### config.mk
export PLATFORM = sky130hd
export DESIGN_NAME = quant_sample_packer
export DESIGN_NICKNAME = d
export VERILOG_FILES = /design/src/rtl/quant_sample_packer.sv
export SDC_FILE = /design/constraint.sdc
export NUM_CORES = 1
export LEC_CHECK = 0
export ABC_AREA = 1
export BUFFER_PORTS_ARGS = -buffer_cell sky130_fd_sc_hd__buf_4
export CORE_MARGIN = 8
export CORE_UTILIZATION = 40
export CTS_BUF_LIST = sky130_fd_sc_hd__clkbuf_8
export CTS_CLUSTER_SIZE = 28
export DETAILED_ROUTE_END_ITERATION = 8
export PLACE_DENSITY = 0.67
export SETUP_SLACK_MARGIN = 0.02
export SLEW_MARGIN = 20
export SYNTH_ARGS = -nofsm -noshare
export SYNTH_HDL_FRONTEND = slang
export SYNTH_SLANG_ARGS = --single-unit
### constraint.sdc
create_clock -name clk -period 2.33 [get_ports clk]
set_input_delay 0.1165 -clock clk [delete_from_list [all_inputs] [get_ports clk]]
set_output_delay 0.1165 -clock clk [all_outputs]
set_load 0.1 [all_outputs]
### src/rtl/quant_sample_packer.sv
`default_nettype none
// ============================================================================
// Module      : quant_sample_packer
// Description : Packs N_DIG-bit quantized samples LSB-first into W_WORD-bit
//               words and streams them out over valid/ready. Provides
//               start/abort control, zero-padded flush of a final partial
//               word, end-of-capture marking and sticky overflow reporting.
// Revision    : 1.0 - initial release
// ============================================================================
module quant_sample_packer #(
  parameter int N_DIG  = 3,
  parameter int W_WORD = 32,
  parameter int N_LEN  = 16
) (
  input  logic              clk,
  input  logic              resetn,
  input  logic [N_DIG-1:0]  dat_in,
  input  logic              valid_in,
  input  logic              start,
  input  logic              abort,
  input  logic [N_LEN-1:0]  length,
  output logic [W_WORD-1:0] m_data,
  output logic              m_valid,
  input  logic              m_ready,
  output logic              m_last,
  output logic              busy,
  output logic              done,
  output logic              overflow,
  output logic [N_LEN-1:0]  word_cnt
);

  // Samples per word and the width of the slot index
  localparam int c_SPW = W_WORD / N_DIG;
  localparam int c_SW  = (c_SPW > 1) ? $clog2(c_SPW) : 1;
  localparam logic [c_SW-1:0]  c_SLOT_LAST = c_SW'(c_SPW - 1);
  localparam logic [c_SW-1:0]  c_SLOT_ONE  = c_SW'(1);
  localparam logic [N_LEN-1:0] c_LEN_ONE   = N_LEN'(1);

  typedef enum logic [2:0] {
    S_IDLE    = 3'd0,
    S_CAPTURE = 3'd1,
    S_FLUSH   = 3'd2,
    S_DRAIN   = 3'd3,
    S_DONE    = 3'd4
  } state_t;

  state_t             r_state;
  logic               r_busy;
  logic               r_done;
  logic [N_LEN-1:0]   r_len;
  logic [N_LEN-1:0]   r_cnt;
  logic [c_SW-1:0]    r_slot;
  logic [W_WORD-1:0]  r_asm;

  logic [W_WORD-1:0]  r_fifo_data [2];
  logic [1:0]         r_fifo_last;
  logic               r_rd_ptr;
  logic               r_wr_ptr;
  logic [1:0]         r_count;

  logic [N_LEN-1:0]   r_word_cnt;
  logic               r_overflow;

  logic               w_start_ok;
  logic               w_accept;
  logic [N_LEN-1:0]   w_cnt_inc;
  logic               w_final;
  logic               w_word_full;
  logic [W_WORD-1:0]  w_asm_next;
  logic               w_push;
  logic [W_WORD-1:0]  w_push_data;
  logic               w_push_last;
  logic               w_pop;
  logic               w_full;
  logic               w_push_ok;
  logic               w_drop;
  logic               w_drain_done;

  assign m_valid  = (r_count != 2'd0);
  assign m_data   = r_fifo_data[r_rd_ptr];
  assign m_last   = m_valid & r_fifo_last[r_rd_ptr];
  assign busy     = r_busy;
  assign done     = r_done;
  assign overflow = r_overflow;
  assign word_cnt = r_word_cnt;

  // Sample acceptance, word completion and FIFO push/pop qualification
  always_comb begin
    w_start_ok   = start & ~abort & (r_state == S_IDLE);
    w_accept     = (r_state == S_CAPTURE) & valid_in & (r_cnt != r_len);
    w_cnt_inc    = r_cnt + c_LEN_ONE;
    w_final      = w_accept & (w_cnt_inc == r_len);
    w_word_full  = w_accept & (r_slot == c_SLOT_LAST);
    w_push       = ~abort & (w_word_full | (r_state == S_FLUSH));
    w_push_data  = (r_state == S_FLUSH) ? r_asm : w_asm_next;
    w_push_last  = (r_state == S_FLUSH) ? 1'b1 : w_final;
    w_pop        = m_valid & m_ready;
    w_full       = (r_count == 2'd2);
    w_push_ok    = w_push & (~w_full | w_pop);
    w_drop       = w_push & w_full & ~w_pop;
    w_drain_done = (r_count == 2'd0) | ((r_count == 2'd1) & w_pop);
  end

  // Assembly register with the incoming sample inserted; slot 0 starts a fresh, zeroed word
  always_comb begin
    w_asm_next = (r_slot == '0) ? '0 : r_asm;
    for (int s = 0; s < c_SPW; s++) begin
      if (r_slot == c_SW'(s)) begin
        w_asm_next[s*N_DIG +: N_DIG] = dat_in;
      end
    end
  end

  // Capture control FSM with registered busy/done
  always_ff @(posedge clk or negedge resetn) begin
    if (!resetn) begin
      r_state <= S_IDLE;
      r_busy  <= 1'b0;
      r_done  <= 1'b0;
      r_len   <= '0;
      r_cnt   <= '0;
      r_slot  <= '0;
      r_asm   <= '0;
    end else begin
      r_done <= 1'b0;
      if (abort) begin
        r_state <= S_IDLE;
        r_busy  <= 1'b0;
        r_slot  <= '0;
        r_asm   <= '0;
      end else begin
        case (r_state)
          S_IDLE: begin
            if (w_start_ok) begin
              r_len  <= length;
              r_cnt  <= '0;
              r_slot <= '0;
              r_asm  <= '0;
              r_busy <= 1'b1;
              if (length == '0) begin
                r_state <= S_DONE;
                r_done  <= 1'b1;
              end else begin
                r_state <= S_CAPTURE;
              end
            end
          end
          S_CAPTURE: begin
            if (w_accept) begin
              r_cnt  <= w_cnt_inc;
              r_asm  <= w_asm_next;
              r_slot <= w_word_full ? '0 : (r_slot + c_SLOT_ONE);
              if (w_final) begin
                r_state <= w_word_full ? S_DRAIN : S_FLUSH;
              end
            end
          end
          S_FLUSH: begin
            r_state <= S_DRAIN;
            r_slot  <= '0;
            r_asm   <= '0;
          end
          S_DRAIN: begin
            if (w_drain_done) begin
              r_state <= S_DONE;
              r_done  <= 1'b1;
            end
          end
          S_DONE: begin
            r_state <= S_IDLE;
            r_busy  <= 1'b0;
          end
          default: begin
            r_state <= S_IDLE;
            r_busy  <= 1'b0;
          end
        endcase
      end
    end
  end

  // Two-entry output FIFO; a dropped last word moves the last tag onto the tail entry
  always_ff @(posedge clk or negedge resetn) begin
    if (!resetn) begin
      r_fifo_data[0] <= '0;
      r_fifo_data[1] <= '0;
      r_fifo_last    <= '0;
      r_rd_ptr       <= 1'b0;
      r_wr_ptr       <= 1'b0;
      r_count        <= 2'd0;
    end else if (abort) begin
      r_fifo_data[0] <= '0;
      r_fifo_data[1] <= '0;
      r_fifo_last    <= '0;
      r_rd_ptr       <= 1'b0;
      r_wr_ptr       <= 1'b0;
      r_count        <= 2'd0;
    end else begin
      if (w_pop) begin
        r_rd_ptr <= ~r_rd_ptr;
      end
      if (w_push_ok) begin
        r_fifo_data[r_wr_ptr] <= w_push_data;
        r_fifo_last[r_wr_ptr] <= w_push_last;
        r_wr_ptr              <= ~r_wr_ptr;
      end else if (w_drop && w_push_last) begin
        r_fifo_last[~r_wr_ptr] <= 1'b1;
      end
      case ({w_push_ok, w_pop})
        2'b10:   r_count <= r_count + 2'd1;
        2'b01:   r_count <= r_count - 2'd1;
        default: r_count <= r_count;
      endcase
    end
  end

  // Saturating accepted-word counter and sticky overflow flag
  always_ff @(posedge clk or negedge resetn) begin
    if (!resetn) begin
      r_word_cnt <= '0;
      r_overflow <= 1'b0;
    end else if (w_start_ok) begin
      r_word_cnt <= '0;
      r_overflow <= 1'b0;
    end else begin
      if (w_pop && (r_word_cnt != '1)) begin
        r_word_cnt <= r_word_cnt + c_LEN_ONE;
      end
      if (w_drop) begin
        r_overflow <= 1'b1;
      end
    end
  end

endmodule
`default_nettype wire

# Word-level counts from Yosys, hierarchy flattened
# Cells that the tools add are included.
# W data, S select, Z words.
# classes
add_sub_neg	5
n_lt_le_gt_ge	8
eq_ne	26
n_mux	69
bitwise	24
reduce_logical	24
# ops
cell	n
$mux W32	9
$mux W64	2
$pmux W32 S3	1
$bwmux W64	1
$mux W16	4
$mux W3	16
$add A16 B1 Y16 const B	2
$demux W32 S1	1
$pmux W16 S2	1
$mux W1	18
$eq A16 B16 Y1	1
$eq A4 B3 Y1 const B	4
$logic_not A16 Y1	1
$mux W4	4
$ne A16 B16 Y1	1
$ne A16 B16 Y1 const B	1
$and A1 B1 Y1	13
$ne A3 B3 Y1 const B	4
$pmux W3 S4	1
$pmux W4 S3	1
$reduce_bool A2 Y1	6
$eq A4 B2 Y1 const B	2
$eq A4 B4 Y1 const B	2
$mux W2	4
32 further kinds	56
# word_totals
reg_bits	160
input_bits	25
out_inout_bits	53
word_cells	171

# Depth between registers and ports, before layout
# Gate-level depths: netlist of the first run.
# logic_depth
depth_word	12
mapped_depth	18
mapped_depth_nobuf	18

# Worst setup path after synthesis of the first run
# OpenSTA, ideal clock, no wires.
# synth_timing
path_type	reg-to-output
from	register r_count[0]
to	output port m_last
arrival_time_ns	2.930
t_required_ns	2.214
path_slack_ns	-0.716
stages_incl_launch_ff	6
path_buffers	0
cell_sequence	dfrtp_1 -> inv_1 -> ha_1 -> inv_1 -> o21ai_0 -> a21oi_1
# synth_via
elab_chain_len	2
# synth_lines
element	line_no	rtl
start, declared	59	logic [1:0] r_count;
start signal, assigned	210	2'b10: r_count <= r_count + 2'd1;
start signal, assigned	211	2'b01: r_count <= r_count - 2'd1;
start signal, assigned	212	default: r_count <= r_count;
$reduce_bool A2 Y1	79	assign m_valid = (r_count != 2'd0);
net m_valid	23	output logic m_valid,
$and A1 B1 Y1	81	assign m_last = m_valid & r_fifo_last[r_rd_ptr];
end, declared	25	output logic m_last,
# The timed path passes the listed nets, and every way through them passes these cells.

# Worst setup path after layout of the first run
# layout_timing
from	register r_rd_ptr
to	output port m_data[14]
# layout_via
elab_chain_len	4
# layout_lines
element	line_no	rtl
start, declared	57	logic r_rd_ptr;
start signal, assigned	200	r_rd_ptr <= ~r_rd_ptr;
$not A1 Y2 (implied by the code)	80	assign m_data = r_fifo_data[r_rd_ptr];
$mux W32 (implied by the code) (3 in a row)	80	
end, declared	22	output logic [W_WORD-1:0] m_data,
# Every way passes these cells. The select of a mux whose other input is x is not followed.

==> results_dict.tcl, run 1 <==
set metrics [dict create \
    netlist_area_mm2 0.00882 \
    track_usage_pct 17.8 \
    htreeDepth 4 \
    post_route_cells_drive_above_1_share_pct 19.6 \
    path_class "flip-flop to primary output" \
    dp_slack_ns 0.0890 \
    cp.required_ns 2.21 \
    cp_max_fo 38 \
    vias_per_cell 5.25 \
    status "complete, no violations" \
    hold_slack_ns 0.0846 \
    rsz0062_at_grt "false" \
    p_per_area_mw_per_mm2 861 \
    grt_max_degree 50 \
    dp.final_hpwl_um 16600 \
    intPower_w 0.00522 \
    yosysUniqueCellTypes 44 \
    hold_path_class "primary input to flip-flop" \
    cap_viol_max_count 0 \
    max_freq_mhz 465 \
    drt_iter0_markers 587 \
    yosys_warnings 0 \
    clockBufferDepth 2 \
    p_sw_share_pct 42.8 \
    top_layer "met4" \
    syn_area_per_cell_um2 7.90 \
    syn_nets 1150 \
    cts_sinks 160 \
    startpoint_type "flip-flop" \
    fin_nets 1251 \
    cts_tree "yes" \
    netSwitchingPower_w 0.00390 \
    grt_overflow 0 \
    io_pins 78 \
    synth_seq_area_share_pct 45.4 \
    antenna_found_initial 0 \
    area_delta_synth_final_pct 20.0 \
    tightest_slew_ns 0.577 \
    cpMaxStageDelayCell "dfrtp_2" \
    crit_buf_inv 2 \
    initial_core_util_pct 40.5 \
    postRouteAntennaNets 0 \
    path_cells "buf_12, o21ai_0, buf_4" \
    comb_power_share_pct 39.3 \
    finalSetupViolations 0 \
    drc 0 \
    relSlewSlack_pct 61.1 \
    synth_cells 1116 \
    dp.cells 1457 \
    drt_wl_total_um 23700 \
    num-fill-cells 2098 \
    wl_met1_um 11100 \
    first_pass_iters 5 \
    fp.dieW_um 164 \
    cts_buffers 17 \
    place_congestion 0.868 \
    p_seq_share_pct 36.4 \
    wl_met3_um 1180 \
    period_needed_ns 2.15 \
    p_total_w 0.00912 \
    fp.dieArea_mm2 0.0271 \
    grt_pass1_vias 7973 \
    fin_cells 1510 \
    max_stage_delay_ns 0.63 \
    cp.arrival_ns 2.03 \
    core_region_area_mm2 0.0218 \
    end_kind "primary output" \
    grt_pass1_wl_um 39300 \
    die_y_um 164 \
    p_leak_nw 4.65 \
    ys_ff_latch 160 \
    crit_family "flip-flops" \
    hold_viol 0 \
    ir_worst_vdd_uv 423 \
    drv_slew 0 \
    fp-row-count 54 \
    setup_slack_ns 0.181 \
    fin_crit_sh_pct 92.2 \
    worstSkewPairLatency_ns 0.46 \
    port_buffers 77 \
    r2r_setup_slack_ns 0.24 \
    skew_ns 0.0158 \
    finish.utilization_pct 48.6 \
    wl_per_cell_um 15.7 \
    dr_wl_met2_um 11100 \
    power_frac_clock_pct 24.3 \
    clk_pin_slew_ns 0.08 \
    diodes 0 \
    num_vias 7924 \
    clock-root-buffer "clkbuf_8" \
]
power groups by stage:
stage                     registers (W)  logic [W]  clock network [W]
after CTS                       0.00331    0.00348            0.00225
after global placement          0.00335    0.00341                  0
after floorplan                 0.00355    0.00230                  0
final                           0.00332    0.00358            0.00221
after global routing            0.00336    0.00398            0.00236
after detailed placement        0.00336    0.00344                  0
cell type report:
| class | instances | area, µm² | share of cell area [%] |
|---|---|---|---|
| timing repair buffer | 130 | 1130 | 10.7 |
| tap | 280 | 350 | 3.31 |
| inverter | 141 | 537 | 5.07 |
| sequential | 160 | 4020 | 37.9 |
| clock buffer | 19 | 262 | 2.47 |
| clock inverter | 13 | 163 | 1.54 |
| multi-input combinational | 767 | 4120 | 39.0 |
synth_stat cells, drive strengths merged:
cell	number	area (µm²)
a211oi	1	7.51
o2111ai	1	8.76
nand4	9	62.6
a22oi	3	22.5
xnor3	2	45.0
ha	9	113
o21a	2	15.0
mux2i	12	120
nand3	104	536
nor3b	2	15.0
o211ai	1	7.51
nand2	268	1050
o21bai	1	7.51
o311ai	1	8.76
nand3b	1	7.51
nor2	75	317
inv	137	514
clkinv	4	15.0
o21ai	157	786
a21oi	30	150
o31ai	9	67.6
clkbuf	25	93.8
a31oi	10	62.6
xnor2	1	8.76
dfrtp	160	4000
buf	23	154
nor4	4	25.0
xor2	4	35.0
o22ai	42	450
nor3	17	96.4
nor4b	1	8.76
kinds of logic (layout without fill, tap and decap cells):
| kind of cell | count (synthesis) | count (layout) | synth area share [%] |
|---|---|---|---|
| flip-flops | 160 | 160 | 45.4 |
| buffers and inverters | 189 | 303 | 8.81 |
| AO/OA/AOI/OAI | 258 | 258 | 18.1 |
| adder cells (fa/ha/maj) | 9 | 9 | 1.28 |
| multiplexers | 12 | 12 | 1.36 |
| AND/OR/NAND/NOR | 481 | 481 | 24.1 |
| XOR/XNOR | 7 | 7 | 1.01 |
final timing paths:
path,startpoint,to,cells after the start
max in group asynchronous,resetn,r_asm[25],4
min in group asynchronous,resetn,r_len[7],2
setup reg to reg,r_cnt[5],r_fifo_data[32],13
setup / recovery,r_rd_ptr,m_data[14],3
hold reg to reg,r_asm[30],r_asm[30],2
hold / removal,m_ready,r_state[1],4
worst register-to-register path, stage by stage, from the launching register on:
cell	delay [ns]
dfrtp_2	0.45
nand2_1	0.10
nand2_1	0.08
nor2_1	0.18
nand2_1	0.09
nor2_1	0.11
nand2_2	0.09
nand3_2	0.10
nand2_2	0.09
nand3_2	0.11
inv_4	0.06
nand2_8	0.15
buf_6	0.24
o22ai_1	0.11
state kept, by name, indices dropped and copies added, names as in the netlist:
name,flops
word_cnt,16
r_fifo_last,2
r_len,16
r_rd_ptr,1
r_count,2
r_slot,4
r_wr_ptr,1
r_fifo_data,64
r_asm,32
done,1
r_state,3
overflow,1
r_cnt,16
busy,1
what timing repair did:
action                                  in CTS  in global routing
gates resized for setup                      0                 33
endpoints found under the hold margin       66                  0
endpoints found under the setup margin       0                 53
buffers inserted                             0                  2
hold buffers                                18                  0
layout by cell type (no fill, tap or decap), types with 3 or more instances in the layout:
cell type,count
clkinv_4,4
nor4_1,4
inv_2,15
nor2_1,57
o22ai_2,30
nand3_1,99
dfrtp_1,150
dlygate4sd3_1,18
clkbuf_8,19
o21ai_1,22
nand2_2,9
nand4_1,8
bufinv_16,3
dfrtp_2,10
nor2_4,4
a21oi_1,28
ha_1,8
nor2_2,14
nor3_1,15
a22oi_1,3
o31ai_1,9
o22ai_1,12
mux2i_1,12
a31oi_1,10
nand2_1,256
nand3_2,4
buf_4,101
xor2_1,4
buf_6,3
o21ai_0,135
clkinv_1,4
buf_12,6
inv_1,121
routing by layer:
metal / vias up / track usage [%]
met2: 203 / 29.0
met5: - / 0
met3: 24 / 2.84
li1: 3909 / -
met1: 3788 / 23.8
met4: 0 / 6.10
per-stage QoR:
step	TNS, ns	area, µm²
5_1_grt	0	10600
3_5_place_dp	0	9810
2_1_floorplan	-10.52	8820
3_3_place_gp	0	9810
6_report	0	10600
4_1_cts	0	10400
No activity file was read; power rests on OpenSTA's default activity.
==> run 2, diff against run 1 <==
==> constraint.sdc (replaced) <==
create_clock -name clk -period 2.2 [get_ports clk]
set_input_delay 0.11 -clock clk [delete_from_list [all_inputs] [get_ports clk]]
set_output_delay 0.11 -clock clk [all_outputs]
set_load 0.1 [all_outputs]
==> run 2 against run 1 <==
Compared with the run above: clock power increased by 4%; sequential power is 6.0% higher; non-clock buffer count increased by 10; register-to-register slack got worse by 0.15 ns; setup slack worse by 0.090 ns; largest cell class unchanged.
==> results_dict.tcl, run 2 (same netlist as run 1, synthesis figures left out) <==
set metrics [dict create \
    p_sw_share_pct 43.3 \
    hold_viol 0 \
    drc 0 \
    grt_overflow 0 \
    cts_tree "yes" \
    area_delta_synth_final_pct 22.1 \
    num-fill-cells 2071 \
    period_needed_ns 2.11 \
    grt.busiest_layer "met2" \
    setup_slack_ns 0.0903 \
    grt_use_met3_pct 3.61 \
    fp-row-count 54 \
    cts_buffers 17 \
    crit_family "simple AND/OR/NAND/NOR gates" \
    fp.dieArea_mm2 0.0271 \
    cp.arrival_ns 2.47 \
    port_buffers 77 \
    cp_max_fo 4 \
    fin_setup_tns_ns 0 \
    startpoint_type "flip-flop" \
    drt_iter0_markers 629 \
    crit_buf_inv 1 \
    max_stage_delay_ns 0.46 \
    dp.final_hpwl_um 16600 \
    path_common_cell "nand2_1" \
    vias_per_cell 5.27 \
    intPower_w 0.00553 \
    fin_nets 1261 \
    grt_pass1_vias 7649 \
    drv_slew 0 \
    post_route_cells_drive_above_1_share_pct 21.5 \
    cap_viol_max_count 0 \
    htreeDepth 4 \
    tightest_slew_ns 0.486 \
    postRouteAntennaNets 0 \
    finalSetupViolations 0 \
    initial_core_util_pct 40.5 \
    final_cell_mix "nand2_1, dfrtp_1, o21ai_0" \
    diodes 0 \
    core_region_area_mm2 0.0218 \
    largest_reg_flops 64 \
    p_leak_nw 4.75 \
    p_total_w 0.00974 \
    fp.dieW_um 164 \
    comb_power_share_pct 40.3 \
    antenna_found_initial 0 \
    clockBufferDepth 2 \
    relSlewSlack_pct 67.3 \
    final_common_cell "nand2_1" \
    cts_sinks 160 \
    drt_wl_total_um 24100 \
    power_frac_clock_pct 23.6 \
    gr-usage-met2_pct 28.5 \
    grt_max_degree 65 \
    path_class "flip-flop to flip-flop" \
    path_cells "ha_4, inv_2, nand2_1, nand2_1, nor2_2, nand3_2, nor2_4, nand2_2, nor2_2, nand3_1, o21bai_1, nand2_1, nand2_2, nand2_2, nand2_1, nand2_1" \
    num_vias 8015 \
    hold_path_class "primary input to async pin" \
    max_freq_mhz 474 \
    skew_ns 0.0163 \
    wl_per_cell_um 15.8 \
    met1_usage_pct 24.5 \
    cp.required_ns 2.56 \
    rsz0062_at_grt "true" \
    status "complete, no violations" \
    worstSkewPairLatency_ns 0.47 \
    clk_pin_slew_ns 0.10 \
    top_register "r_fifo_data" \
    fin_crit_sh_pct 95.9 \
    top_regs "r_fifo_data x64, r_asm x32" \
    place_congestion 0.881 \
    cpMaxStageDelayCell "dfrtp_2" \
    first_pass_iters 5 \
    die_y_um 164 \
    io_pins 78 \
    p_seq_share_pct 36.2 \
    p_per_area_mw_per_mm2 905 \
    dp_slack_ns -0.0575 \
    grt_pass1_wl_um 39000 \
    end_kind "flip-flop" \
    track_usage_pct 17.9 \
    clock-root-buffer "clkbuf_8" \
    ir_worst_vdd_uv 472 \
    netSwitchingPower_w 0.00422 \
]
-- run 2: cell types whose count changed in the layout (fill, tap and decap cells not counted), moves of 4 or more --
cell	delta
nand2_2	+5
o21ai_0	-4
nor2_1	-6
nand2_1	-7
nand3_2	+4
buf_6	+5
nor2_4	+5
o21ai_1	+4
-- run 2: power by group through the flow --
| stage | Clock (W) | Sequential (W) | Combinational, W |
|---|---|---|---|
| 2_1_floorplan | 0 | 0.00376 | 0.00243 |
| 5_1_grt | 0.00247 | 0.00356 | 0.00433 |
| 4_1_cts | 0.00233 | 0.00351 | 0.00375 |
| 3_5_place_dp | 0 | 0.00356 | 0.00370 |
| 3_3_place_gp | 0 | 0.00355 | 0.00367 |
| 6_report | 0.00230 | 0.00352 | 0.00392 |
-- run 2: layout make-up --
class | instances | area [µm²] | share of cell area [%]
clock inverter | 12 | 131 | 1.22
sequential | 160 | 4020 | 37.3
inverter | 141 | 534 | 4.96
tap | 280 | 350 | 3.25
multi-input combinational | 767 | 4200 | 39.0
timing repair buffer | 140 | 1260 | 11.7
clock buffer | 20 | 275 | 2.56
-- run 2: per-stage QoR --
stage               cells  hold WS (ns)  utilization, %  area, µm²
finish               1520         0.138            49.5      10800
global route         1520         0.145            49.5      10800
CTS                  1511         0.132            48.2      10500
detailed placement   1460        0.0762            45.4       9880
global placement     1460        0.0729            45.4       9880
floorplan            1116        -0.186               -       8830
-- run 2: worst paths after layout --
path	startpoint	end	slack, ns	depth (start not counted)
max reg2reg	r_cnt[0]	r_fifo_last[0]	0.09	16
max	r_cnt[0]	r_fifo_last[0]	0.09	16
min	resetn	r_cnt[13]	0.14	2
min in group clk	start	busy	0.16	4
max in group asynchronous	resetn	r_fifo_data[48]	1.34	3
min reg2reg	r_asm[30]	r_asm[30]	0.49	2
-- run 2: repair_timing --
item,CTS,global route
endpoints found under the setup margin,21,59
hold endpoints to repair,94,0
buffers inserted,0,8
gates resized for setup,6,53
hold buffers,19,0
gates cloned,0,1
pin swaps,0,14
-- run 2: metal layers --
layer	vias to the layer above	routed length, µm
met3	22	1050
met4	0	313
met2	204	11200
li1	3931	-
met1	3858	11500
met5	-	0
==> run 3, diff against run 2 <==
--- a/config.mk
+++ b/config.mk
@@ -12,6 +12,7 @@
 export CTS_BUF_LIST = sky130_fd_sc_hd__clkbuf_8
 export CTS_CLUSTER_SIZE = 28
 export DETAILED_ROUTE_END_ITERATION = 8
+export GPL_TIMING_DRIVEN = 0
 export PLACE_DENSITY = 0.67
 export SETUP_SLACK_MARGIN = 0.02
 export SLEW_MARGIN = 20
==> run 3 against run 2 <==
Compared with the run above: final cell count is 1.1% higher; sequential share of layout area grew 0.14 points; worst hold slack better by 0.054 ns; total power grew 1.5%; register-to-register slack worse by 0.03 ns; count of clock-buffer cells in the layout fell by 2; cell area fell by 0.36%; first-iteration DRC count is 11% lower; via count grew 0.61%; sequential power hardly changed; highest routed layer unchanged; die area is the same; critical path depth unchanged.
==> results_dict.tcl, run 3 (same netlist as run 1, synthesis figures left out) <==
set metrics [dict create \
    finish.utilization_pct 49.3 \
    io_pins 78 \
    tightest_slew_ns 0.721 \
    hp-start "start" \
    core_region_area_mm2 0.0218 \
    num-fill-cells 2144 \
    clockBufferDepth 2 \
    initial_core_util_pct 40.5 \
    dp_slack_ns -0.164 \
    period_needed_ns 2.14 \
    fin_nets 1277 \
    fp-row-count 54 \
    htreeDepth 4 \
    die_y_um 164 \
    rsz0062_at_grt "true" \
    first_pass_iters 5 \
    r2r_setup_slack_ns 0.06 \
    worstSkewPairLatency_ns 0.47 \
    final_common_cell "nand2_1" \
    track_usage_pct 18.6 \
    postRouteAntennaNets 0 \
    antenna_found_initial 0 \
    path_cells "ha_4, inv_2, nand2_1, nand2_1, nor2_1, nand3_1, nor2_2, nand2_1, nor2_2, nand3_1, o21bai_1, nand2_1, nand2_2, nand3_1, nand2_1, inv_1" \
    cts_tree "yes" \
    finalSetupViolations 0 \
    clk_pin_slew_ns 0.09 \
    cap_viol_max_count 0 \
    num_vias 8064 \
    port_buffers 76 \
    drv_slew 0 \
    final_cell_area_mm2 0.0107 \
    fin_cells 1536 \
    hold_path_class "primary input to flip-flop" \
    top_regs "r_fifo_data x64, r_asm x32" \
    final_cell_mix "nand2_1, dfrtp_1, o21ai_0" \
    setup_slack_ns 0.0630 \
    skew_ns 0.0140 \
    grt_use_met3_pct 3.46 \
    fin_setup_tns_ns 0 \
    dp.final_hpwl_um 17700 \
    drt_wl_total_um 24900 \
    area_delta_synth_final_pct 21.6 \
    dp.cells 1473 \
    p_leak_nw 4.72 \
    fp.dieW_um 164 \
    clock-root-buffer "clkbuf_8" \
    crit_family "simple AND/OR/NAND/NOR gates" \
    top_register "r_fifo_data" \
    grt.busiest_layer "met2" \
    hold_viol 0 \
    path_common_cell "nand2_1" \
    post_route_cells_drive_above_1_share_pct 21.3 \
    end_kind "flip-flop" \
    p_per_area_mw_per_mm2 922 \
    grt_overflow 0 \
    cts_buffers 17 \
    grt_pass1_vias 7892 \
    timing.rr.start "r_cnt[0]" \
    largest_reg_flops 64 \
    fin_crit_sh_pct 97.1 \
    max_stage_delay_ns 0.47 \
    cp.arrival_ns 2.50 \
    drt_iter0_markers 557 \
    met1_usage_pct 25.6 \
    ir_worst_vdd_uv 459 \
    grt_pass1_wl_um 40700 \
    wl_per_cell_um 16.2 \
    max_freq_mhz 468 \
    path_class "flip-flop to flip-flop" \
    cp_max_fo 5 \
    vias_per_cell 5.25 \
    place_congestion 0.905 \
    cp.required_ns 2.56 \
    startpoint_type "flip-flop" \
    diodes 0 \
    crit_buf_inv 2 \
    relSlewSlack_pct 51.5 \
    drc 0 \
    gr-usage-met2_pct 29.6 \
    status "complete, no violations" \
    cp-startpoint "r_cnt[0]" \
    cpMaxStageDelayCell "dfrtp_2" \
    cts_sinks 160 \
    placedInstanceArea_mm2 0.00979 \
    grt_max_degree 85 \
    fp.dieArea_mm2 0.0271 \
]
-- run 3: changes by cell type in the layout (fill, tap and decap cells not counted), sizes merged --
cell	previous run	this run
clkinvlp	3	1
clkinv	7	9
buf	120	110
clkbuf	21	46
dlygate4sd3	19	18
inv	141	143
-- run 3: report_power, final --
| group | total [W] | switching, W | internal (W) |
|---|---|---|---|
| logic | 0.00405 | 0.00287 | 0.00119 |
| registers | 0.00349 | 0.000240 | 0.00325 |
| clock network | 0.00234 | 0.00126 | 0.00108 |
| total | 0.00989 | 0.00437 | 0.00552 |
-- run 3: area by class of cell --
cell class	count	area (µm²)	area share, %
clock inverters	14	173	1.61
clock buffers	18	248	2.31
inverters	141	537	5.00
repair buffers	108	893	8.33
multi-input cells	767	4190	39.1
flip-flops and latches	160	4020	37.5
plain buffers	48	317	2.95
well taps	280	350	3.27
-- run 3: final timing paths --
kind | end | depth (start not counted)
min reg2reg | busy | 2
min in group asynchronous | r_len[7] | 2
min | word_cnt[9] | 4
max in group asynchronous | r_cnt[0] | 3
max reg2reg | r_fifo_last[1] | 16
max | r_fifo_last[1] | 16
-- run 3: per-stage QoR --
stage,hold WS [ns],total power [W]
after floorplan,-0.186,0.00619
after CTS,0.160,0.00967
after global placement,0.329,0.00719
after global routing,0.193,0.0105
after detailed placement,0.124,0.00725
final,0.192,0.00989
-- run 3: metal layers --
layer	share of wire, %	up-vias	wire length [µm]
li1	-	3971	-
met1	47	3841	11800
met2	46	220	11300
met3	5.6	32	1400
met4	1.4	0	350
met5	0	-	0
-- run 3: worst register-to-register path, cell delays in order, from the launching register on --
cell and delay (ns):
dfrtp_2 0.47, ha_4 0.30, inv_2 0.03, nand2_1 0.05
nand2_1 0.05, nor2_1 0.08, nand3_1 0.10, nor2_2 0.17
nand2_1 0.08, nor2_2 0.10, nand3_1 0.08, o21bai_1 0.17
nand2_1 0.09, nand2_2 0.10, nand3_1 0.07, nand2_1 0.07
inv_1 0.03
-- run 3: repair_timing --
action / 4_1_cts / 5_1_grt
pin swaps: 1 / 12
endpoints found under the hold margin: 93 / 0
gates resized for setup: 18 / 71
endpoints found under the setup margin: 97 / 139
setup buffers: 2 / 11
hold buffers: 18 / 0
